File: src/rtl/bus_fabric_if.sv
// Bus fabric signal bundle: master-side request/response and slave-side select/ack.
// The fabric modport is the crossbar's own view of both sides.
interface bus_fabric_if #(
  parameter int N_M = 3,
  parameter int N_S = 2,
  parameter int DW  = 32,
  parameter int SW  = 3
);
  logic [N_M-1:0]    req;
  logic [N_M*SW-1:0] slave_id;
  logic [N_M*DW-1:0] m_data_out;
  logic [N_M-1:0]    gnt;
  logic              ack;
  logic              err;
  logic [DW-1:0]     m_data_in;
  logic [N_S-1:0]    s_sel;
  logic [DW-1:0]     s_wdata;
  logic [N_S-1:0]    s_ack;
  logic [N_S*DW-1:0] s_rdata;

  modport master (
    output req, slave_id, m_data_out,
    input  gnt, ack, err, m_data_in
  );

  modport slave (
    input  s_sel, s_wdata,
    output s_ack, s_rdata
  );

  modport fabric (
    input  req, slave_id, m_data_out,
    output gnt, ack, err, m_data_in,
    output s_sel, s_wdata,
    input  s_ack, s_rdata
  );
endinterface

File: src/rtl/bus_fabric.sv
// Single-transaction N_M x N_S bus fabric with round-robin or fixed arbitration
// and a per-transaction BUSY timeout that completes with an error pulse.
module bus_fabric #(
  parameter int N_M      = 3,
  parameter int N_S      = 2,
  parameter int DW       = 32,
  parameter int SW       = 3,
  parameter int ARB_MODE = 1,
  parameter int TIMEOUT  = 16
) (
  input logic          clk,
  input logic          rst,
  bus_fabric_if.fabric bus
);
  localparam int MW = (N_M > 1) ? $clog2(N_M) : 1;
  localparam int CW = (TIMEOUT > 1) ? $clog2(TIMEOUT) : 1;

  typedef enum logic {IDLE, BUSY} state_t;

  state_t         state_q, state_d;
  logic [N_M-1:0] gnt_q, gnt_d;
  logic           ack_q, ack_d;
  logic           err_q, err_d;
  logic [DW-1:0]  rdata_q, rdata_d;
  logic [SW-1:0]  id_q, id_d;
  logic [MW-1:0]  win_q, win_d;
  logic [MW-1:0]  ptr_q, ptr_d;
  logic [CW-1:0]  cnt_q, cnt_d;

  logic [MW-1:0]  win;
  logic [N_S-1:0] sel;
  logic [DW-1:0]  sel_rdata;
  logic           hit;

  // first requester scanning upward from base, wrapping at N_M
  function automatic logic [MW-1:0] arb_pick(
    input logic [N_M-1:0] r,
    input logic [MW-1:0]  base
  );
    logic [MW-1:0] w;
    logic          found;
    int            k;
    w     = '0;
    found = 1'b0;
    for (int i = 0; i < N_M; i++) begin
      k = int'(base) + i;
      if (k >= N_M) k = k - N_M;
      if (!found && r[k]) begin
        w     = MW'(k);
        found = 1'b1;
      end
    end
    return w;
  endfunction

  assign win = arb_pick(bus.req, (ARB_MODE != 0) ? ptr_q : '0);

  always_comb begin
    sel       = '0;
    sel_rdata = '0;
    for (int j = 0; j < N_S; j++) begin
      if (state_q == BUSY && int'(id_q) == j) sel[j] = 1'b1;
    end
    for (int j = 0; j < N_S; j++) begin
      if (sel[j]) sel_rdata = sel_rdata | bus.s_rdata[j*DW +: DW];
    end
    hit = |(sel & bus.s_ack);
  end

  always_comb begin
    state_d = state_q;
    gnt_d   = gnt_q;
    ack_d   = 1'b0;
    err_d   = 1'b0;
    rdata_d = '0;
    id_d    = id_q;
    win_d   = win_q;
    ptr_d   = ptr_q;
    cnt_d   = cnt_q;
    unique case (state_q)
      IDLE: begin
        if (|bus.req) begin
          win_d      = win;
          gnt_d      = '0;
          gnt_d[win] = 1'b1;
          id_d       = bus.slave_id[win*SW +: SW];
          cnt_d      = '0;
          ptr_d      = (win == MW'(N_M - 1)) ? '0 : win + 1'b1;
          state_d    = BUSY;
        end
      end
      BUSY: begin
        if (hit) begin
          ack_d   = 1'b1;
          rdata_d = sel_rdata;
          gnt_d   = '0;
          state_d = IDLE;
        end else if (~|sel || cnt_q == CW'(TIMEOUT - 1)) begin
          // no addressable slave or timeout: error completion
          ack_d   = 1'b1;
          err_d   = 1'b1;
          gnt_d   = '0;
          state_d = IDLE;
        end else begin
          cnt_d = cnt_q + 1'b1;
        end
      end
      default: state_d = IDLE;
    endcase
  end

  always_ff @(posedge clk) begin
    if (rst) begin
      state_q <= IDLE;
      gnt_q   <= '0;
      ack_q   <= 1'b0;
      err_q   <= 1'b0;
      rdata_q <= '0;
      id_q    <= '0;
      win_q   <= '0;
      ptr_q   <= '0;
      cnt_q   <= '0;
    end else begin
      state_q <= state_d;
      gnt_q   <= gnt_d;
      ack_q   <= ack_d;
      err_q   <= err_d;
      rdata_q <= rdata_d;
      id_q    <= id_d;
      win_q   <= win_d;
      ptr_q   <= ptr_d;
      cnt_q   <= cnt_d;
    end
  end

  assign bus.gnt       = gnt_q;
  assign bus.ack       = ack_q;
  assign bus.err       = err_q;
  assign bus.m_data_in = rdata_q;
  assign bus.s_sel     = sel;
  assign bus.s_wdata   = (state_q == BUSY) ?
                         bus.m_data_out[win_q*DW +: DW] : '0;
endmodule

File: src/flat_wrapper.sv
// flat-port wrapper written by rule: the top's interface ports become plain ports
module bus_fabric_flat 
#(
  parameter int N_M      = 3,
  parameter int N_S      = 2,
  parameter int DW       = 32,
  parameter int SW       = 3,
  parameter int ARB_MODE = 1,
  parameter int TIMEOUT  = 16
)
  (clk, rst, bus_req, bus_slave_id, bus_m_data_out, bus_gnt, bus_ack, bus_err, bus_m_data_in, bus_s_sel, bus_s_wdata, bus_s_ack, bus_s_rdata);
  bus_fabric_if #(.N_M(N_M), .N_S(N_S), .DW(DW), .SW(SW)) bus_i ();
  input logic clk;
  input logic rst;
  input wire logic [$bits(bus_i.req)-1:0] bus_req;
  input wire logic [$bits(bus_i.slave_id)-1:0] bus_slave_id;
  input wire logic [$bits(bus_i.m_data_out)-1:0] bus_m_data_out;
  output wire logic [$bits(bus_i.gnt)-1:0] bus_gnt;
  output wire logic [$bits(bus_i.ack)-1:0] bus_ack;
  output wire logic [$bits(bus_i.err)-1:0] bus_err;
  output wire logic [$bits(bus_i.m_data_in)-1:0] bus_m_data_in;
  output wire logic [$bits(bus_i.s_sel)-1:0] bus_s_sel;
  output wire logic [$bits(bus_i.s_wdata)-1:0] bus_s_wdata;
  input wire logic [$bits(bus_i.s_ack)-1:0] bus_s_ack;
  input wire logic [$bits(bus_i.s_rdata)-1:0] bus_s_rdata;
  assign bus_i.req = bus_req;
  assign bus_i.slave_id = bus_slave_id;
  assign bus_i.m_data_out = bus_m_data_out;
  assign bus_gnt = bus_i.gnt;
  assign bus_ack = bus_i.ack;
  assign bus_err = bus_i.err;
  assign bus_m_data_in = bus_i.m_data_in;
  assign bus_s_sel = bus_i.s_sel;
  assign bus_s_wdata = bus_i.s_wdata;
  assign bus_i.s_ack = bus_s_ack;
  assign bus_i.s_rdata = bus_s_rdata;
  bus_fabric #(.N_M(N_M), .N_S(N_S), .DW(DW), .SW(SW), .ARB_MODE(ARB_MODE), .TIMEOUT(TIMEOUT)) u_core (.clk(clk), .rst(rst), .bus(bus_i));
endmodule
File: config.mk
export PLATFORM = sky130hd
export DESIGN_NAME = bus_fabric_flat
export DESIGN_NICKNAME = d
export VERILOG_FILES = /design/src/rtl/bus_fabric_if.sv /design/src/rtl/bus_fabric.sv /design/src/flat_wrapper.sv
export SDC_FILE = /design/constraint.sdc
export NUM_CORES = 1
export LEC_CHECK = 0
export CAP_MARGIN = 30
export CORE_ASPECT_RATIO = 0.5
export CORE_MARGIN = 5
export CORE_UTILIZATION = 36
export CTS_CLUSTER_SIZE = 24
export DETAILED_ROUTE_END_ITERATION = 10
export PLACE_DENSITY = 0.93
export SLEW_MARGIN = 20
export SYNTH_ARGS = -nofsm -noshare
export SYNTH_HDL_FRONTEND = slang
export SYNTH_SLANG_ARGS = --single-unit
File: constraint.sdc
create_clock -name clk -period 3.2 [get_ports clk]
set_input_delay 0.32 -clock clk [delete_from_list [all_inputs] [get_ports clk]]
set_output_delay 0.32 -clock clk [all_outputs]
set_load 0.1 [all_outputs]
# Yosys cells after proc, flatten, opt, wreduce, memory -nomap -nowiden

Cells that the tools add are included.

Logic and storage cells: 96
Register bits after elaboration: 49

Order comparisons: 8
Add/sub/neg operators: 7
Reduce and logical (&&, ||, !) cells: 19
Shifts and indexed selects: 2
Multiplexer cells: 39
Equal/unequal tests: 7
Bitwise gates (word level): 4
Multipliers: 1

Operator list:

| kind                                                                | count |
|---|---|
| 2-to-1 mux 32 bit                                                   | 6 |
| less-than comparator 32 x 4 -> 1 bit (second input constant)        | 3 |
| indexed part select 96 x 8 -> 32 bit                                | 1 |
| greater-or-equal comparator 32 x 3 -> 1 bit (second input constant) | 2 |
| subtractor 32 x 3 -> 32 bit (second input constant)                 | 2 |
| OR 32 bit                                                           | 1 |
| 2-to-1 mux 1 bit                                                    | 16 |
| 2-to-1 mux 4 bit                                                    | 3 |
| 2-to-1 mux 3 bit                                                    | 3 |
| indexed part select 9 x 5 -> 3 bit                                  | 1 |
| 2-to-1 mux 2 bit                                                    | 4 |
| case mux 4 bit (2 select lines)                                     | 1 |
| binary-select mux 1 bit (select 2 bit)                              | 3 |
| case mux 3 bit (2 select lines)                                     | 1 |
| OR reduction 2 bit                                                  | 3 |
| OR reduction 3 bit                                                  | 2 |
| logical AND 1 bit                                                   | 5 |
| adder 4 x 1 -> 4 bit (second input constant)                        | 1 |
| == test 4 bit (second input constant)                               | 1 |
| multiplier 2 x 2 -> 4 bit (second input constant)                   | 1 |
| inequality test 2 bit (second input constant)                       | 2 |
| AND reduction 2 bit                                                 | 2 |
| OR reduction 4 bit                                                  | 1 |
| adder 2 x 1 -> 3 bit (second input constant)                        | 1 |
| other kinds (18)                                                    | 21 |

# Longest topological paths before layout

Gate-level depths: netlist (run 1).

Depth after elaboration: 18
Mapped depth: 9
Depth with buffers taken out: 8

# Worst setup path after synthesis (run 1)

Ideal clock, no wire load.

Kind: flip-flop to output port
Start: register u_core.id_q[0]
End: output bus_s_sel[1]
Required time: 2.880 ns
Path buffers: 2
Cell stages (with the launch flop): 5
Path slack: 0.616 ns
Arrival: 2.264 ns
Cell sequence: dfxtp_1 buf_2 buf_1 inv_1 nor2_1

Word-level cells in the longest chain between the ends: 3

RTL lines:

| what                   | line               | source |
|---|---|---|
| start, declared        | bus_fabric.sv:25   | `logic [SW-1:0] id_q, id_d;` |
| start signal, assigned | bus_fabric.sv:129  | `id_q <= id_d;` |
| == test 3 x 2 -> 1 bit | bus_fabric.sv:62   | `if (state_q == BUSY && int'(id_q) == j) sel[j] = 1'b1;` |
| logical AND 1 bit      | bus_fabric.sv:62   |  |
| 2-to-1 mux 1 bit       | bus_fabric.sv:62   |  |
| end, declared          | flat_wrapper.sv:22 | `output wire logic [$bits(bus_i.s_sel)-1:0] bus_s_sel;` |

Every way passes these cells.

# Final worst setup path (run 1)

Start: register u_core.win_q[0]
End: output bus_s_wdata[21]

Word-level cells in the longest chain between the ends: 2

RTL lines:

| what                                 | line               | source |
|---|---|---|
| start, declared                      | bus_fabric.sv:26   | `logic [MW-1:0] win_q, win_d;` |
| start signal, assigned               | bus_fabric.sv:130  | `win_q <= win_d;` |
| indexed part select 96 x 8 -> 32 bit | bus_fabric.sv:142  | `bus.m_data_out[win_q*DW +: DW] : '0;` |
| 2-to-1 mux 32 bit                    | bus_fabric.sv:141  | `assign bus.s_wdata = (state_q == BUSY) ?` |
| end, declared                        | flat_wrapper.sv:23 | `output wire logic [$bits(bus_i.s_wdata)-1:0] bus_s_wdata;` |

Every way passes these cells.

==> parameters.txt, run 1 <==
Parameter                              Value

Status
  Run status    finished, final reports clean

Route
  Routed Wire Length    12.2 mm
  Avg WL per Cell    17.1 um
  Iter 0 DRT Violations    174
  Ratio of routed vias to standard cells    4.83
  Residual antenna-violating net count after detailed routing    0
  Via total after detailed routing    3456
  DRC violations left    0
  Pre-Repair DR Iteration Count    4

Power
  Maximum vdd drop    365 uV
  Leakage component of the power    2.20 nW
  Power density normalized to cell area    544 nW/um^2

CTS
  Num CTS Buffers    5
  Root Buffer    sky130_fd_sc_hd__clkbuf_16
  Clock sink total    49
  Clock tree from TritonCTS    built
  Skew-Pair Late Insertion Delay    0.30 ns
  Post-CTS setup buffer count    0
  Number of buffers between clock root and the deepest sink    2
  Max H-tree Level    2
  Number of buffers inserted by hold repair at cts    0
  CTS clock-pin slew for the worst setup and hold paths    0.06 ns
  Number of instances resized during post-cts repair    0

Logic synthesis
  FFs w/ async S/R, synth    0%
  Syn nets    550
  Register bit count reported by yosys    49
  Per-instance average area after synthesis    8.22 sq um
  Summed instance area of the synthesized netlist    3030 sq um
  Flip-flop cell with the highest count after synthesis    sky130_fd_sc_hd__dfxtp_1
  Number of cells produced by synthesis    369
  EDFF count, synth    0
  Sequential cell area fraction in the yosys report    32.4%
  Warnings, synthesis    0
  Distinct cell type count of the synthesized netlist    43

Die
  I/O pin count    247
  Overall die width    140 um
  Die Height    74.9 um
  Core Footprint    8120 sq um
  Die area    10500 sq um
  Starting utilization of the core area    37.4%
  Standard-cell row count    23

STA
  RSZ-0062 raised after global routing    no
  Final number of max-transition violations    0
  Final critical path time including I/O delays and setup    2.38 ns
  Clock skew after layout    0.00706 ns
  Period Utilization, post-route    74.3%
  Setup Viol. Count Final    0
  Sum of negative setup slack    0 ns
  Transition time at the pin with the least slew margin    1.01 ns
  Worst-case headroom to the max-slew limit    32.5%
  FMAX    0.421 GHz
  Min setup slack post-route    0.823 ns
  Worst Hold Margin    0.499 ns
  Endpoints failing hold    0

GRT
  First-pass GRT wire length    18.4 mm
  Initial antenna violation count    0
  Total gr overflow    0
  Number of global-route vias before repair    3585
  Largest net degree at the start of global routing    38
  Global router's overall resource usage    21.9%

Setup path
  Endpoint type of the worst setup path    output port
  Crit path arrival time    2.06 ns
  Worst setup path category    reg2out
  Crit path max fanout    34
  CP Launch Type    flop
  Required arrival time at the worst endpoint    2.88 ns

Final layout
  Antenna cells    0
  Net count reported at finish    783
  Commonest cells after routing, fill and taps aside    sky130_fd_sc_hd__clkdlybuf4s50_1 (212), sky130_fd_sc_hd__mux2i_1 (68), sky130_fd_sc_hd__dfxtp_1 (47)
  Utilization after layout    74.5%
  Leading cell type in the layout, fill and taps excluded    sky130_fd_sc_hd__clkdlybuf4s50_1
  Area growth from synthesis to final layout    99.5%
  Post-Layout Inst Area    6050 sq um
  Layout fillers    573
  Ratio of cells with drive above 1 in the final layout    10.3%

Place
  Half-perimeter wire length after detailed placement    9.97 mm
  Count of input and output buffers    246
  Placer congestion estimate    0.853
  DP Worst Slack    0.918 ns
  Placed inst area    5890 sq um

Worst hold path
  Worst min-delay path category    reg2reg

Job
  Max-capacitance violation count    0
logic make-up after synthesis:
family	count (synthesis)	synth area share (%)
simple gates	148	24.4
mux	70	23.3
compound gates	62	12.6
flops	49	32.4
buf+inv	33	4.66
fa+ha+maj	5	2.06
xor+xnor	2	0.578
final timing paths:
path / slack (ns) / cells after the start / end / start
hold reg to reg: 0.50 / 2 / u_core.ptr_q[1]$_SDFFE_PP0P_ / u_core.ptr_q[1]$_SDFFE_PP0P_
setup / recovery: 0.82 / 7 / bus_s_wdata[21] / u_core.win_q[0]$_SDFFE_PP0P_
hold / removal: 0.50 / 2 / u_core.ptr_q[1]$_SDFFE_PP0P_ / u_core.ptr_q[1]$_SDFFE_PP0P_
setup reg to reg: 0.89 / 8 / u_core.id_q[2]$_SDFFE_PP0P_ / u_core.ptr_q[0]$_SDFFE_PP0P_
where the power goes:
group	switching, mW	leakage, nW	total, mW	internal (mW)
logic	1.23	1.73	2.04	0.805
clock network	0.233	0.0735	0.546	0.314
registers	0.0422	0.398	0.705	0.662
total	1.51	2.20	3.29	1.78
cells in the mapped netlist, drive strengths merged, types with 2 or more instances:
cell type,n,area [sq um]
dfxtp,49,981
inv,5,18.8
mux2i,68,681
buf,11,58.8
xor2,2,17.5
o21ai,38,190
o221ai,3,26.3
mux2,2,26.3
nand3b,6,45.0
nor3,4,25.0
clkbuf,17,63.8
and2,33,206
nor2b,5,31.3
nand2b,4,25.0
ha,5,62.6
nor2,43,161
or2,2,15.0
a22oi,3,22.5
nand4b,3,26.3
nand2,41,154
a21oi,10,57.6
or3b,2,20.0
per-stage QoR:
step	power (mW)	std cells
after floorplan	2.04	369
after global placement	2.71	707
after detailed placement	2.75	707
after CTS	3.30	715
after global routing	3.43	715
final	3.29	715
routing by layer:
| metal | part of all wire [%] | vias up | global-route usage, % |
|---|---|---|---|
| met5 | 0 | - | 0 |
| met4 | 2.3 | 0 | 6.02 |
| met3 | 6.3 | 27 | 4.63 |
| met2 | 54 | 145 | 44.2 |
| met1 | 37 | 1561 | 24.0 |
| li1 | - | 1723 | - |
cell type report:
class | count | area [sq um] | area share, %
multi-input cells | 287 | 1910 | 31.6
inverters | 5 | 18.8 | 0.310
flip-flops and latches | 49 | 983 | 16.3
well taps | 112 | 140 | 2.32
repair buffers | 254 | 2840 | 46.9
clock buffers | 6 | 139 | 2.30
clock inverters | 2 | 16.3 | 0.269
registers in the layout, summed over array words and instances (netlist names):
signal,count
u_core.cnt_q,4
u_core.win_q,2
u_core.id_q,3
u_core.bus.ack,1
u_core.state_q,1
u_core.ptr_q,2
u_core.bus.m_data_in,32
u_core.bus.err,1
u_core.bus.gnt,3
worst max-delay path, cell delays in order (launching register included):
cell and delay, ns:
sky130_fd_sc_hd__dfxtp_1 0.31, sky130_fd_sc_hd__buf_4 0.29, sky130_fd_sc_hd__nor2b_2 0.20, sky130_fd_sc_hd__buf_4 0.34, sky130_fd_sc_hd__nand2_1 0.10, sky130_fd_sc_hd__o21ai_0 0.11, sky130_fd_sc_hd__and2_1 0.21, sky130_fd_sc_hd__buf_12 0.18
(Power assumes the default switching activity.)
==> inputs of run 2 (changes only) <==
- CORE_UTILIZATION: 36 -> 33
- PLACE_DENSITY: 0.93 -> 0.86
- clock period: 3.2 -> 2.3 ns (I/O delays scaled with it)
==> run 2 against run 1 <==
Combinational power up 42%; count of clock-buffer cells in the layout down 1; wire length down 3.7%; clock skew down 0.0018 ns; hold slack worse by 0.0065 ns; setup slack worse by 0.67 ns; flip-flop and latch count unchanged; critical path depth up 2; design area up 0.17%; via count down 0.61%; utilization down 5.9 points; first-iteration DRC count up 1.1%; critical path type is now reg2reg; critical endpoint is now u_core.ptr_q[0]$_SDFFE_PP0P_.
==> parameters.txt, run 2 (synthesized netlist as in run 1, its figures left out) <==
Parameter                              Value

Place
  Post-Place Cells    714
  Placed inst area    5860 sq um
  Half-perimeter wire length after detailed placement    9.49 mm
  Placer congestion estimate    0.854
  Count of input and output buffers    246

STA
  Endpoints failing hold    0
  Period Utilization, post-route    93.4%
  Sum of negative setup slack    0 ns
  Transition time at the pin with the least slew margin    0.564 ns
  Final critical path time including I/O delays and setup    2.15 ns
  Final number of max-transition violations    0
  Clock skew after layout    0.00526 ns
  FMAX    0.466 GHz
  Setup Viol. Count Final    0
  RSZ-0062 raised after global routing    no
  Worst-case headroom to the max-slew limit    62.4%
  Worst Hold Margin    0.492 ns

Final layout
  Footprint of the multi-input gates    1930 sq um
  Antenna cells    0
  Commonest cells after routing, fill and taps aside    sky130_fd_sc_hd__clkdlybuf4s50_1 (175), sky130_fd_sc_hd__mux2i_1 (68), sky130_fd_sc_hd__buf_4 (47)
  Post-Layout Inst Area    6060 sq um
  Max reg flops    32
  Area growth from synthesis to final layout    99.8%
  Leading cell type in the layout, fill and taps excluded    sky130_fd_sc_hd__clkdlybuf4s50_1
  Register area    986 sq um
  Layout fillers    678
  Ratio of cells with drive above 1 in the final layout    17.5%
  Net count reported at finish    786
  Non-filler instance count after layout    723

Die
  Standard-cell row count    24
  Die Height    77.8 um
  Core Footprint    8830 sq um
  I/O pin count    247
  Die area    11300 sq um
  Starting utilization of the core area    34.3%
  Overall die width    146 um

Setup path
  Worst setup path category    reg2reg
  Required arrival time at the worst endpoint    2.48 ns
  CP startpoint    u_core.ptr_q[0]$_SDFFE_PP0P_
  Crit Reg-Reg Startpoint    u_core.ptr_q[0]$_SDFFE_PP0P_
  Cell chain of the critical path    inv_1 > ha_4 > mux2i_1 > o2bb2ai_1 > or2_4 > a311oi_4 > buf_4 > o31a_1 > nor2_1
  Crit path max fanout    8
  CP Launch Type    flop
  Worst reg2reg path endpoint    u_core.ptr_q[0]$_SDFFE_PP0P_
  CP endpoint    u_core.ptr_q[0]$_SDFFE_PP0P_
  Worst-case reg-to-reg path depth    9
  Endpoint type of the worst setup path    flop
  Slack of the worst reg-to-reg path    0.15 ns
  Crit-path max cell delay    0.36 ns
  Cell at the slowest stage of the critical path    sky130_fd_sc_hd__dfxtp_2
  Crit path arrival time    2.32 ns

Route
  Iter 0 DRT Violations    176
  Avg WL per Cell    16.3 um
  Pre-Repair DR Iteration Count    5
  DRC violations left    0
  Via total after detailed routing    3435
  Routed Wire Length    11.8 mm
  Ratio of routed vias to standard cells    4.75
  Residual antenna-violating net count after detailed routing    0

GRT
  Total gr overflow    0
  Largest net degree at the start of global routing    38
  Number of global-route vias before repair    3631
  Initial antenna violation count    0
  First-pass GRT wire length    18.6 mm
  Global router's overall resource usage    19.8%

Status
  Run status    finished, final reports clean

CTS
  Number of buffers between clock root and the deepest sink    2
  Num CTS Buffers    5
  Number of buffers inserted by hold repair at cts    0
  Clock sink total    49
  Clock tree from TritonCTS    built
  Max H-tree Level    2
  CTS clock-pin slew for the worst setup and hold paths    0.07 ns
  Root Buffer    sky130_fd_sc_hd__clkbuf_16
  Skew-Pair Late Insertion Delay    0.29 ns

Job
  Max-capacitance violation count    0

Worst hold path
  Worst hold path cell count    2
  Worst min-delay path category    reg2reg

Power
  Switching portion of total power    44.7%
  Combinational power share    61.0%
  Leakage component of the power    2.30 nW
  Net switching component of the power    2.11 mW
  PnR Total Power    4.73 mW
  Internal power component    2.62 mW
  Portion of total power attributed to sequential cells    20.7%
  Maximum vdd drop    553 uV
  Portion of total power attributed to the clock network    18.3%
  Power density normalized to cell area    781 nW/um^2
-- run 2: layout make-up --
cell class	count	area share [%]
clock inverters	3	0.806
well taps	117	2.42
multi-input cells	287	31.8
clock buffers	5	2.07
repair buffers	257	46.3
inverters	5	0.310
flip-flops and latches	49	16.3
-- run 2: critical path: cells and delay by family, from the launching register on --
family          cells  cell delay [ns]
compound gates      3             0.55
flops               1             0.36
simple gates        2             0.34
fa+ha+maj           1             0.32
buf+inv             2             0.29
mux                 1             0.18
-- run 2: stage by stage --
| stage | worst slack [ns] | utilization, % |
|---|---|---|
| 6_report | 0.152 | 68.6 |
| 5_1_grt | 0.0102 | 68.6 |
| 4_1_cts | 0.0366 | 68.4 |
| 3_5_place_dp | 0.0475 | 66.4 |
| 3_3_place_gp | 0.120 | 66.4 |
| 2_1_floorplan | 0.0284 | - |
-- run 2: per-layer routing --
layer	part of all wire (%)	wire (um)	vias up	GRT usage (%)
met3	5.5	651	29	5.18
met2	53	6250	125	37.8
met1	38	4500	1547	21.5
met4	3.2	372	0	6.70
li1	-	-	1734	-
met5	0	0	-	0
-- run 2: worst min-delay path by stage --
stage | end | start | slack, ns
2_1_floorplan | u_core.bus.m_data_in[0]$_SDFF_PP0_ | bus_s_rdata[0] | 0.37
3_3_place_gp | u_core.bus.gnt[1]$_SDFFE_PP0P_ | u_core.bus.gnt[1]$_SDFFE_PP0P_ | 0.48
3_5_place_dp | u_core.bus.gnt[1]$_SDFFE_PP0P_ | u_core.bus.gnt[1]$_SDFFE_PP0P_ | 0.48
4_1_cts | u_core.bus.gnt[1]$_SDFFE_PP0P_ | u_core.bus.gnt[1]$_SDFFE_PP0P_ | 0.49
5_1_grt | u_core.bus.gnt[1]$_SDFFE_PP0P_ | u_core.bus.gnt[1]$_SDFFE_PP0P_ | 0.53
6_report | u_core.ptr_q[1]$_SDFFE_PP0P_ | u_core.ptr_q[1]$_SDFFE_PP0P_ | 0.49
-- run 2: what timing repair did --
| item | in CTS | in global routing |
|---|---|---|
| buffers inserted | 0 | 1 |
| pin swaps | 0 | 1 |
| gates resized for setup | 1 | 4 |
| setup endpoints to repair | 1 | 5 |
-- run 2: power by group through the flow --
stage	sequential [mW]	combinational [mW]	clock [mW]
finish	0.979	2.89	0.864
global route	0.990	3.05	0.918
CTS	0.975	2.87	0.878
detailed placement	0.993	2.86	0
global placement	0.992	2.83	0
floorplan	1.20	1.64	0
